==> src/rtl/cache_definition.sv <==
// Interface types and the controller state encoding shared by the direct-mapped cache blocks.
package cache_definition;

    localparam int TAGMSB  = 31;
    localparam int TAGLSB  = 14;
    localparam int INDEX_W = 10;

    typedef struct packed {
        logic [31:0] addr;
        logic [31:0] data;
        logic        rw;
        logic        valid;
    } cpu_req_type;

    typedef struct packed {
        logic [31:0] data;
        logic        ready;
    } cpu_result_type;

    typedef struct packed {
        logic [31:0]  addr;
        logic [127:0] data;
        logic         rw;
        logic         valid;
    } mem_req_type;

    typedef struct packed {
        logic [127:0] data;
        logic         ready;
    } mem_data_type;

    typedef struct packed {
        logic                     valid;
        logic                     dirty;
        logic [TAGMSB-TAGLSB:0]   tag;
    } cache_tag_type;

    typedef struct packed {
        logic [INDEX_W-1:0] index;
        logic               we;
    } cache_index_type;

    typedef logic [127:0] cache_data_type;

    typedef enum logic [2:0] {
        INIT,
        IDLE,
        COMPARE,
        WRITE_BACK,
        ALLOCATE
    } cache_state_e;

endpackage

==> src/rtl/dm_cache_fsm.sv <==
// Write-back, write-allocate controller for the direct-mapped cache. Only the state and the
// INIT sweep counter are registered; every array/memory/CPU output is decoded from them.
module dm_cache_fsm
    import cache_definition::*;
#(
    parameter int NUM_LINES = 1024
) (
    input  logic            clk,
    input  logic            rst,
    input  cpu_req_type     cpu_req,
    output cpu_result_type  cpu_res,
    output mem_req_type     mem_req,
    input  mem_data_type    mem_data,
    output cache_index_type tag_req,
    output cache_tag_type   tag_write,
    input  cache_tag_type   tag_read,
    output cache_index_type data_req,
    output cache_data_type  data_write,
    input  cache_data_type  data_read
);

    localparam logic [INDEX_W-1:0] LAST = INDEX_W'(NUM_LINES - 1);

    cache_state_e           state;
    logic [INDEX_W-1:0]     cnt;

    logic [TAGMSB-TAGLSB:0] cpu_tag;
    logic [INDEX_W-1:0]     cpu_idx;
    logic [6:0]             word_lsb;
    logic                   hit;
    cache_data_type         merged;
    logic                   unused_addr_lsb;

    assign cpu_tag         = cpu_req.addr[TAGMSB:TAGLSB];
    assign cpu_idx         = cpu_req.addr[TAGLSB-1:4];
    assign word_lsb        = {cpu_req.addr[3:2], 5'b0};
    assign hit             = tag_read.valid && (tag_read.tag == cpu_tag);
    assign unused_addr_lsb = ^cpu_req.addr[1:0];

    always_comb begin
        merged                   = data_read;
        merged[word_lsb +: 32]   = cpu_req.data;
    end

    always_ff @(posedge clk or posedge rst) begin
        if (rst) begin
            state <= INIT;
            cnt   <= '0;
        end else begin
            case (state)
                INIT: begin
                    cnt <= cnt + 1'b1;
                    if (cnt == LAST) state <= IDLE;
                end
                IDLE:       if (cpu_req.valid) state <= COMPARE;
                COMPARE: begin
                    if (hit)                                 state <= IDLE;
                    else if (tag_read.valid && tag_read.dirty) state <= WRITE_BACK;
                    else                                     state <= ALLOCATE;
                end
                WRITE_BACK: if (mem_data.ready) state <= ALLOCATE;
                ALLOCATE:   if (mem_data.ready) state <= COMPARE;
                default:    state <= INIT;
            endcase
        end
    end

    always_comb begin
        cpu_res        = '0;
        mem_req        = '0;
        tag_req        = '0;
        tag_write      = '0;
        data_req       = '0;
        data_write     = '0;
        tag_req.index  = cpu_idx;
        data_req.index = cpu_idx;
        case (state)
            INIT: begin
                // The sweep's write enable is held off while reset is asserted.
                tag_req.index = cnt;
                tag_req.we    = !rst;
            end
            COMPARE: begin
                if (hit) begin
                    cpu_res.ready = 1'b1;
                    if (cpu_req.rw) begin
                        data_req.we   = 1'b1;
                        data_write    = merged;
                        tag_req.we    = 1'b1;
                        tag_write     = '{valid: 1'b1, dirty: 1'b1, tag: cpu_tag};
                    end else begin
                        cpu_res.data  = data_read[word_lsb +: 32];
                    end
                end
            end
            WRITE_BACK: begin
                // Victim address comes from the tag still sitting in the array.
                mem_req.addr  = {tag_read.tag, cpu_idx, 4'b0};
                mem_req.data  = data_read;
                mem_req.rw    = 1'b1;
                mem_req.valid = 1'b1;
            end
            ALLOCATE: begin
                mem_req.addr  = {cpu_tag, cpu_idx, 4'b0};
                mem_req.valid = 1'b1;
                if (mem_data.ready) begin
                    data_req.we = 1'b1;
                    data_write  = mem_data.data;
                    tag_req.we  = 1'b1;
                    tag_write   = '{valid: 1'b1, dirty: 1'b0, tag: cpu_tag};
                end
            end
            default: ;
        endcase
    end

endmodule

==> config.mk <==
export PLATFORM = sky130hd
export DESIGN_NAME = dm_cache_fsm
export DESIGN_NICKNAME = d
export VERILOG_FILES = /design/src/rtl/cache_definition.sv /design/src/rtl/dm_cache_fsm.sv
export SDC_FILE = /design/constraint.sdc
export NUM_CORES = 1
export LEC_CHECK = 0
export ABC_AREA = 1
export BUFFER_PORTS_ARGS = -buffer_cell sky130_fd_sc_hd__buf_2
export CAP_MARGIN = 40
export CORE_AREA = 10 10 271 273
export DETAILED_ROUTE_END_ITERATION = 7
export DIE_AREA = 0 0 281 283
export HOLD_SLACK_MARGIN = 0.02
export PLACE_DENSITY = 0.3
export RECOVER_POWER = 100
export SYNTH_ARGS = -nofsm -noshare
export SYNTH_HDL_FRONTEND = slang
export SYNTH_SLANG_ARGS = --single-unit
==> constraint.sdc <==
create_clock -name clk -period 3.91 [get_ports clk]
set_input_delay 0.782 -clock clk [delete_from_list [all_inputs] [get_ports clk]]
set_output_delay 0.782 -clock clk [all_outputs]
set_load 0.01 [all_outputs]
==> metrics.md, run 1 <==
| Metric | Value |
|---|---|
| PostCTS Resize Cnt | 0 |
| Later-pin clock latency in the skew report | approximately 0.24 ns |
| Met3 Use GR | 0.0334 |
| CTS Buf Count | 3 |
| H-Tree Depth | 1 |
| Post-detail-place hpwl | 67.7 mm |
| Worst Tran Pin Value | 0.911 ns |
| Final ANT Viol Nets | 0 |
| Maximum VDD drop | about 0.000086 V |
| Mapped Cells | 1612 |
| Worst EP arrival | 3.04 ns |
| Vias in the first global route | 14100 |
| Post-synthesis sequential area ratio | 0.0429 |
| Status | finished, final reports clean |
| Top cells by area, synth | nand2_1 23%, nand4_1 12%, inv_1 12% |
| Post-Synth Simple-Gate Area | 0.504 |
| Utilization after layout | 0.176 |
| Met1 Track Usage GR | 0.211 |
| Vias per std cell | roughly 4.4 |
| Unrepaired setup endpoints after global routing | no |
| Pin count of the biggest net entering global routing | 148 |
| Setup violations, final | 0 |
| Crit Path Max Fanout | 21 |
| Leakage | ~6.6 nW |
| Final Skew | slightly below 0.002 ns |
| Crit-path cells | buf_2, inv_2, ha_2, and3_1, nand3_1, buf_4, o22ai_1, nand4_1, nand2_1, clkbuf_2 |
| # Post-CTS Setup Buffers | 0 |
| Hold Crit Start | cnt[8]$_DFFE_PP0N_ |
| Starting Density | 0.111 |
| Syn Area/Cell | 4.70 um2 |
| IO buf count | 703 |
| Post-synthesis xor/xnor area fraction | 0.0116 |
| Yosys warning count | 0 |
| CP required | between 3 and 4 ns |
| CTS max path bufs | 2 |
| Placed Area | 12400 um2 |
| Worst Hold End | cnt[8]$_DFFE_PP0N_ |
| Mux share of post-synthesis cell area | 0 |
| Mapped cell area | between 7000 and 8000 um2 |
| DRT iter0 DRCs | 1095 |
| Critical setup path kind | input pin to output pin |
| Clock tree root driver cell | clkbuf_16 |
| Post-synthesis register bit count | 13 |
| R2r setup slk | 0.96 ns |
| Worst flop-to-flop path endpoint | cnt[7]$_DFFE_PP0N_ |
| Yosys top cell area share | 0.234 |
| Compound-Gate Fraction of Synth Area | 0.214 |
| Routed WL | 79.7 mm |
| Layout area overhead | 58.3% |
| Minimum clock period | about 3.8 ns |
| Main combinational cell family by area after synthesis | simple AND/OR/NAND/NOR gates |
| Drt wl/cell | 25.4 um |
| Hold crit path type | flip-flop to flip-flop |
| Synth cell types | 30 |
| Horiz. Die Dim | ~280 um |
| Commonest cells after routing, fill and taps aside | 472 x nand2_1, 395 x buf_2, 316 x clkbuf_1 |
| Max-slew violations | 0 |
| Worst r2r path cells | 9 |
| CP Capture Type | output pin |
| Grt total ovfl | 0 |
| R2r startpoint | state[0]$_DFFE_PP0P_ |
| Max stage delay on crit path | 0.58 ns |
| Commonest non-fill, non-tap cell in the layout | nand2_1 |
| Share of cells above drive strength 1 | 0.218 |
| Design area | 12000 um2 |
| CTS tree | built |
| Die H | 283 um |
| Gr busiest metal | met2 |
| First-pass GRT wire length | 109 mm |
| Worst hold path depth | 1 |
| Slew margin rel. | 0.392 |
| Clk slew on worst S/H paths | 0.04 ns |
| Hold Vio Cnt, Final | 0 |
| Met2 Track Usage GR | 0.363 |
| Leading area contributor after synthesis | nand2_1 |
| # rows | 96 |
| Total GRT Usage | 0.188 |
| Fmax | 262 MHz |
| GP Congestion | a little under 0.9 |
| Max-cap viol count | 0 |
| Core area | 68100 um2 |
| CTS Hold Bufs | 0 |
| Crit-path slowest cell | o22ai_1 |
| Crit path launch type | input pin |
| Post-Synth Adder-Cell Area | 0.00991 |
| Fin crit share | 0.977 |
| Initial antenna violation count | 8 |
| Worst Hold Slack | 0.512 ns |
| Die area | 79500 um2 |
| CTS Sinks | 13 |
| Final TNS setup | 0 ns |
| # IOs | 710 |
| DR vias | between 10000 and 15000 |
| Pwr/cell area | 92.6 nW/um2 |
| # DRC | 0 |
| DRT Pass-1 Iters | 5 |
| Final net count | 2601 |
-- worst max path at each step --
stage                            from              to  slack [ns]
after CTS                 cpu_req[37]  data_write[98]        0.09
final                     cpu_req[37]  data_write[87]        0.09
after global placement    cpu_req[37]  data_write[98]        0.07
after detailed placement  cpu_req[37]  data_write[98]         0.1
after global routing      cpu_req[64]  data_write[23]        0.03
after floorplan           cpu_req[37]  data_write[16]        0.54
-- state kept, by name (all words and copies together), names as in the netlist --
| register | count |
|---|---|
| cnt | 10 |
| state | 3 |
-- synthesized netlist by cell type --
cell and n:
nand2_1 473, inv_1 246, nor2_1 208, nand4_1 148, o22ai_1 138, clkbuf_1 95, o21ai_0 83, a21oi_1 65
nand3_1 46, buf_2 22, buf_4 21, buf_1 13, dfrtp_1 13, xor2_1 7, ha_1 6, nor3_1 5
inv_2 4, buf_6 3, xnor2_1 3, nor2_2 2, nor2_4 2, a21boi_1 1, a22o_1 1, and3_1 1
clkinv_1 1, conb_1 1, nand2_4 1, nand3b_1 1, nor3_2 1, nor3b_1 1
-- through the flow --
stage | worst slack, ns | power [mW] | instances
5_1_grt | 0.0319 | 1.19 | 3133
6_report | 0.0911 | 1.11 | 3135
4_1_cts | 0.0928 | 1.12 | 3131
2_1_floorplan | 0.539 | 0.480 | 1615
3_5_place_dp | 0.0984 | 0.921 | 3127
3_3_place_gp | 0.0685 | 0.920 | 3127
-- layout make-up --
| class | count | area (um2) |
|---|---|---|
| multi-input cells | 1197 | 5650 |
| fillers | 8316 | 56100 |
| clock buffers | 4 | 78.8 |
| flip-flops and latches | 13 | 325 |
| well taps | 882 | 1100 |
| repair buffers | 784 | 3880 |
| inverters | 251 | 942 |
| diodes | 4 | 10.0 |
-- per-layer routing --
layer	share of wire	routed length, um
met1	0.39	31000
met2	0.53	42100
met3	0.066	5280
met4	0.016	1270
met5	0.00024	19
-- power breakdown --
part	switching (mW)	leakage (nW)	internal, mW	total, mW
registers	0	0.167	0.135	0.135
logic	0.505	6.42	0.278	0.783
clock network	0.0549	0.0382	0.137	0.192
total	0.560	6.63	0.551	1.11
-- critical path: cells and delay by family --
kind                       cells  cell delay (ns)
buffers and inverters          4             0.64
AOI/OAI and AO/OA              1             0.58
adders and majority gates      1             0.38
and+or+nand+nor                4             0.61
-- cell families after synthesis --
| kind of cell | Yosys count |
|---|---|
| buffers and inverters | 405 |
| other | 1 |
| AND/OR/NAND/NOR | 889 |
| adder cells (fa/ha/maj) | 6 |
| XOR/XNOR | 10 |
| AO/OA/AOI/OAI | 288 |
| flip-flops | 13 |
Note: power is estimated with default switching activity, not from simulation.
==> inputs of run 2 (changes only) <==
--- a/config.mk
+++ b/config.mk
@@ -5,14 +5,15 @@
 export SDC_FILE = /design/constraint.sdc
 export NUM_CORES = 1
 export LEC_CHECK = 0
-export ABC_AREA = 1
 export BUFFER_PORTS_ARGS = -buffer_cell sky130_fd_sc_hd__buf_2
 export CAP_MARGIN = 40
-export CORE_AREA = 10 10 271 273
+export CELL_PAD_IN_SITES_DETAIL_PLACEMENT = 1
+export CELL_PAD_IN_SITES_GLOBAL_PLACEMENT = 1
+export CORE_AREA = 10 10 272 274
 export DETAILED_ROUTE_END_ITERATION = 7
-export DIE_AREA = 0 0 281 283
+export DIE_AREA = 0 0 282 284
 export HOLD_SLACK_MARGIN = 0.02
-export PLACE_DENSITY = 0.3
+export PLACE_DENSITY = 0.4
 export RECOVER_POWER = 100
 export SYNTH_ARGS = -nofsm -noshare
 export SYNTH_HDL_FRONTEND = slang
==> run 2 against run 1 <==
Die area grew 0.71%. Via count shrank 27%. Combinational power grew to 2.6 times the previous value. Fmax is 4.5% higher. Largest cell class unchanged. Highest routed layer unchanged.
==> metrics.md, run 2 <==
| Metric | Value |
|---|---|
| Status | finished, final reports clean |
| Die H | approximately 280 um |
| Max-cap viol count | 0 |
| Main combinational cell family by area after synthesis | simple AND/OR/NAND/NOR gates |
| Minimum clock period | 3.65 ns |
| Pwr/cell area | 234 nW/um2 |
| CTS Hold Bufs | 0 |
| Yosys top cell area share | 0.161 |
| Final setup margin | 0.257 ns |
| Top cells by area, synth | nor2b_1 16%, and2_1 12%, mux4_2 11% |
| Maximum VDD drop | 0.000149 V |
| # IOs | 710 |
| Post-synthesis sequential area ratio | 0.0500 |
| Routed WL | 60.4 mm |
| Yosys warning count | 0 |
| Sw Pwr | 1.37 mW |
| Post-synthesis register bit count | 13 |
| Most common cell in the synthesized netlist | nor2b_1 |
| Sw Ratio | 0.551 |
| FILL cells | 8674 |
| Crit path launch type | input pin |
| Fmax | 274 MHz |
| Commonest non-fill, non-tap cell in the layout | buf_2 |
| H-Tree Depth | 1 |
| GP Congestion | 0.819 |
| CP Capture Type | output pin |
| # DRC | 0 |
| Post-Synth Simple-Gate Area | 0.416 |
| First-pass GRT wire length | 82.9 mm |
| CTS tree | built |
| Critical setup path kind | input pin to output pin |
| Final Skew | 0.00459 ns |
| Core area | 68300 um2 |
| Utilization after layout | 0.156 |
| Clk slew on worst S/H paths | 0.05 ns |
| Crit Path Max Fanout | 13 |
| Number of synthesized flops with an enable pin | 0 |
| Internal power | 1.12 mW |
| Cell with the most instances on the worst path | buf_4 |
| Vias in the first global route | 11000 |
| Max reg flops | 10 |
| Post-detail-place hpwl | 49.0 mm |
| Final TNS setup | 0 ns |
| Worst slack, placed | 0.404 ns |
| CTS max path bufs | 2 |
| Slew margin rel. | 0.263 |
| DRT Pass-1 Iters | 4 |
| Mux share of post-synthesis cell area | 0.133 |
| Synth cell types | 47 |
| Crit-path slowest cell | buf_4 |
| Largest registers | cnt: 10 flops, state: 3 flops |
| Mapped cell area | 6510 um2 |
| Layout area overhead | 63.4% |
| # Post-CTS Setup Buffers | 0 |
| Top FF cell, synth | dfrtp_1 |
| # rows | 96 |
| Max-slew violations | 0 |
| Post-Synth Adder-Cell Area | 0.0115 |
| Later-pin clock latency in the skew report | 0.25 ns |
| DRT iter0 DRCs | 369 |
| Hold Vio Cnt, Final | 0 |
| Drt wl/cell | 23.9 um |
| Total GRT Usage | 0.140 |
| Commonest cells after routing, fill and taps aside | 415 x buf_2, 291 x clkbuf_1, 168 x nor2b_1 |
| Synth async-reset ratio | 1.00 |
| Initial antenna violation count | 6 |
| Clock tree root driver cell | clkbuf_16 |
| Mapped Cells | 995 |
| Horiz. Die Dim | 282 um |
| Worst EP arrival | 2.87 ns |
| Post-synthesis xor/xnor area fraction | 0.0377 |
| Final ANT Viol Nets | 0 |
| R2r setup slk | 0.75 ns |
| Setup violations, final | 0 |
| Crit-path cells | buf_4, inv_1, ha_2, nand3b_1, nor3_1, buf_4, a21oi_1, o21ai_0, clkbuf_1 |
| Fin crit share | 0.934 |
| Clock network fraction of total power | 0.081 |
| Unrepaired setup endpoints after global routing | no |
| IO buf count | 703 |
| Vias per std cell | just under 4 |
| Compound-Gate Fraction of Synth Area | 0.264 |
| Max stage delay on crit path | 0.39 ns |
| PostCTS Resize Cnt | 0 |
| Hold crit path type | flip-flop to flip-flop |
| Reg power frac | 0.105 |
| CTS Sinks | 13 |
| CTS Buf Count | 3 |
| Syn Area/Cell | 6.55 um2 |
| CP required | 3.13 ns |
| Leakage | 4.41 nW |
| Pin count of the biggest net entering global routing | 85 |
| Share of cells above drive strength 1 | 0.313 |
| Grt total ovfl | 0 |
| DR vias | 10000 |
| Reg with most FFs | cnt |
| Leading area contributor after synthesis | nor2b_1 |
| Final net count | 1990 |
| Synth cell count leaders | 168 x nor2b_1, 137 x nand2_1, 129 x and2_1 |
| Die area | around 80000 um2 |
| Starting Density | 0.0953 |
| Gate power share | 0.815 |
| Worst Tran Pin Value | 1.10 ns |
==> run 2: metal layers <==
layer  global-route usage  vias to the layer above  part of all wire
met3               0.0299                       59             0.071
met5                    0                        -           0.00028
met2                0.266                      451              0.52
met4               0.0320                        2             0.022
met1                0.155                     4846              0.39
li1                     -                     4669                 -
==> run 2: cells by family after synthesis <==
logic type | count (synthesis)
flip-flops | 13
AND/OR/NAND/NOR | 487
buffers and inverters | 112
adder cells (fa/ha/maj) | 6
AO/OA/AOI/OAI | 303
other | 1
XOR/XNOR | 28
multiplexers | 45
==> run 2: path summary, 6_finish.rpt <==
| check | start | to | cells past startpoint |
|---|---|---|---|
| worst max-delay path | cpu_req[36] | data_write[102] | 9 |
| worst min-delay path | cnt[9]$_DFFE_PP0N_ | cnt[9]$_DFFE_PP0N_ | 1 |
| worst max register to register | state[1]$_DFFE_PP0P_ | state[1]$_DFFE_PP0P_ | 6 |
| worst min register to register | cnt[9]$_DFFE_PP0N_ | cnt[9]$_DFFE_PP0N_ | 1 |
| max in group asynchronous | rst | cnt[0]$_DFFE_PP0N_ | 2 |
| min in group asynchronous | rst | state[2]$_DFFE_PP0P_ | 2 |
==> run 2: power groups by stage <==
stage,logic [mW],registers (mW),clock network [mW]
after global routing,2.23,0.271,0.214
after CTS,2.20,0.266,0.202
after floorplan,1.18,0.216,0
after global placement,2.14,0.267,0
final,2.03,0.261,0.201
after detailed placement,2.19,0.268,0
==> run 2: worst max-delay path: cells and delay by family <==
family,cells,cell delay (ns)
buffers and inverters,4,0.83
and+or+nand+nor,2,0.52
AOI/OAI and AO/OA,2,0.40
adders and majority gates,1,0.32
==> run 2: area by class of cell <==
class,count,area [um2],area share
Sequential cell,13,325,0.0306
Multi-Input combinational cell,873,5580,0.525
Inverter,8,30.0,0.00282
Timing Repair Buffer,740,3510,0.330
Tap cell,882,1100,0.104
Clock buffer,4,78.8,0.00741
Antenna cell,4,10.0,0.000940
==> run 2: through the flow <==
stage / cell area [um2] / cells / power (mW) / hold WS (ns)
after floorplan: 6520 / 998 / 1.40 / 0.458
after global placement: 11000 / 2513 / 2.41 / 0.521
after detailed placement: 11000 / 2516 / 2.46 / 0.526
after CTS: 11100 / 2520 / 2.67 / 0.533
after global routing: 10600 / 2522 / 2.72 / 0.563
final: 10600 / 2524 / 2.50 / 0.520
==> inputs of run 3 (changes only) <==
--- a/config.mk
+++ b/config.mk
@@ -7,13 +7,13 @@
 export LEC_CHECK = 0
 export BUFFER_PORTS_ARGS = -buffer_cell sky130_fd_sc_hd__buf_2
 export CAP_MARGIN = 40
-export CELL_PAD_IN_SITES_DETAIL_PLACEMENT = 1
-export CELL_PAD_IN_SITES_GLOBAL_PLACEMENT = 1
-export CORE_AREA = 10 10 272 274
+export CELL_PAD_IN_SITES_DETAIL_PLACEMENT = 0
+export CELL_PAD_IN_SITES_GLOBAL_PLACEMENT = 2
+export CORE_AREA = 10 10 268 270
 export DETAILED_ROUTE_END_ITERATION = 7
-export DIE_AREA = 0 0 282 284
+export DIE_AREA = 0 0 278 280
 export HOLD_SLACK_MARGIN = 0.02
-export PLACE_DENSITY = 0.4
+export PLACE_DENSITY = 0.54
 export RECOVER_POWER = 100
 export SYNTH_ARGS = -nofsm -noshare
 export SYNTH_HDL_FRONTEND = slang
==> run 3 against run 2 <==
Clock skew down 0.00050 ns. Worst setup slack worse by 0.093 ns. Register-to-register slack better by 0.50 ns. Final cell count about the same. Sequential share of layout area about the same. Clock-buffer cell count down 1. Clock power about the same. Combinational power about the same. Fmax down 2.5%. Sequential power up 2%. Die area down 2.8%.
==> metrics.md, run 3 (synthesized netlist as in run 2, its figures left out) <==
| Metric | Value |
|---|---|
| Design area | 10800 um2 |
| Critical setup path kind | input pin to output pin |
| Final ANT Viol Nets | 0 |
| Placed insts | 2517 |
| Commonest non-fill, non-tap cell in the layout | buf_2 |
| R2r startpoint | state[0]$_DFFE_PP0P_ |
| Pin count of the biggest net entering global routing | 91 |
| Initial antenna violation count | 5 |
| IO buf count | approximately 700 |
| Finished Layout Cells | 2525 |
| Final Skew | ~0.0041 ns |
| CP required | 3.13 ns |
| Starting Density | 0.0978 |
| Final net count | 2000 |
| # DRC | 0 |
| Clock tree root driver cell | clkbuf_16 |
| Vias per std cell | 3.96 |
| Setup violations, final | 0 |
| CTS tree | built |
| Slew margin rel. | 0.443 |
| Leakage | 4.43 nW |
| CTS Hold Bufs | 0 |
| Hold crit path type | flip-flop to flip-flop |
| Utilization after layout | 0.162 |
| Cell with the most instances on the worst path | buf_2 |
| CP Capture Type | output pin |
| Die H | around 280 um |
| Routed WL | 59.3 mm |
| First-pass GRT wire length | 80.8 mm |
| Share of cells above drive strength 1 | 0.316 |
| Max-slew violations | 0 |
| Crit-path cells | buf_2, xnor2_1, nand4_1, nor3_2, nand4_4, buf_12, o21ai_0, clkbuf_1, buf_2 |
| Minimum clock period | between 3 and 4 ns |
| Pwr/cell area | 233 nW/um2 |
| # IOs | 710 |
| DR vias | 9988 |
| CTS Buf Count | 3 |
| Worst EP arrival | 2.96 ns |
| Crit Path Max Fanout | 73 |
| Max stage delay on crit path | 0.33 ns |
| # rows | 95 |
| Core area | 66600 um2 |
| Clk slew on worst S/H paths | ~0.050 ns |
| Commonest cells after routing, fill and taps aside | 411 x buf_2, 303 x clkbuf_1, 168 x nor2b_1 |
| Worst Tran Pin Value | 0.835 ns |
| Worst slack, placed | 0.346 ns |
| Die area | roughly 80000 um2 |
| GP Congestion | 0.875 |
| Final setup margin | between 0.15 and 0.2 ns |
| DRT iter0 DRCs | 436 |
| Placed Area | ~11000 um2 |
| Status | finished, final reports clean |
| Largest registers | cnt: 10 flops, state: 3 flops |
| Drt wl/cell | 23.5 um |
| PostCTS Resize Cnt | 0 |
| Hold Crit Start | cnt[6]$_DFFE_PP0N_ |
| Worst Hold Slack | just under 0.5 ns |
| CTS Sinks | 13 |
| Later-pin clock latency in the skew report | 0.24 ns |
| # Post-CTS Setup Buffers | 0 |
| Max reg flops | 10 |
| Vias in the first global route | 10600 |
| Worst setup path start | cpu_req[56] |
| Total GRT Usage | 0.140 |
| Crit-path slowest cell | nor3_2 |
| Max-cap viol count | 0 |
| Fin crit share | 0.958 |
| H-Tree Depth | 1 |
| Grt total ovfl | 0 |
| Reg with most FFs | cnt |
| Post-detail-place hpwl | 48.1 mm |
| Horiz. Die Dim | 278 um |
| DRT Pass-1 Iters | 5 |
| Pwr Total | between 2 and 3 mW |
| Hold Vio Cnt, Final | 0 |
| Crit path launch type | input pin |
| Maximum VDD drop | 0.000191 V |
| Unrepaired setup endpoints after global routing | no |
| CTS max path bufs | 2 |
| Fmax | 267 MHz |
| Final TNS setup | 0 ns |
| Layout area overhead | 65.1% |
-- run 3: power breakdown --
group / internal, mW / switching [mW] / leakage (nW)
clock: 0.136 / 0.0619 / 0.0409
sequential: 0.180 / 0.0860 / 0.167
combinational: 0.806 / 1.23 / 4.23
-- run 3: final timing paths --
kind                            slack, ns                    to  cells after the start
worst max-delay path                 0.16        data_write[19]                      9
worst min-delay path                 0.50    cnt[6]$_DFFE_PP0N_                      1
worst max register to register       1.25  state[1]$_DFFE_PP0P_                      7
worst min register to register       0.50    cnt[6]$_DFFE_PP0N_                      1
max in group asynchronous            2.91    cnt[8]$_DFFE_PP0N_                      2
min in group asynchronous            0.61    cnt[7]$_DFFE_PP0N_                      2
-- run 3: area by class of cell --
class,instances,area (um2)
Fill cell,7943,55800
Multi-Input combinational cell,873,5640
Timing Repair Buffer,750,3570
Tap cell,873,1090
Sequential cell,13,325
Clock buffer,3,75.1
Inverter,8,32.5
Antenna cell,4,10.0
Clock inverter,1,5.00
-- run 3: per-layer routing --
metal  part of all wire  global-route usage
met1               0.42               0.165
met2               0.51               0.254
met3              0.056              0.0286
met5                  0                   0
met4              0.021              0.0317
-- run 3: worst max-delay path: cells and delay by family --
family / cells / cell delay, ns
buffers and inverters: 4 / 0.81
and+or+nand+nor: 3 / 0.73
AOI/OAI and AO/OA: 1 / 0.29
xor gates and xnor gates: 1 / 0.20
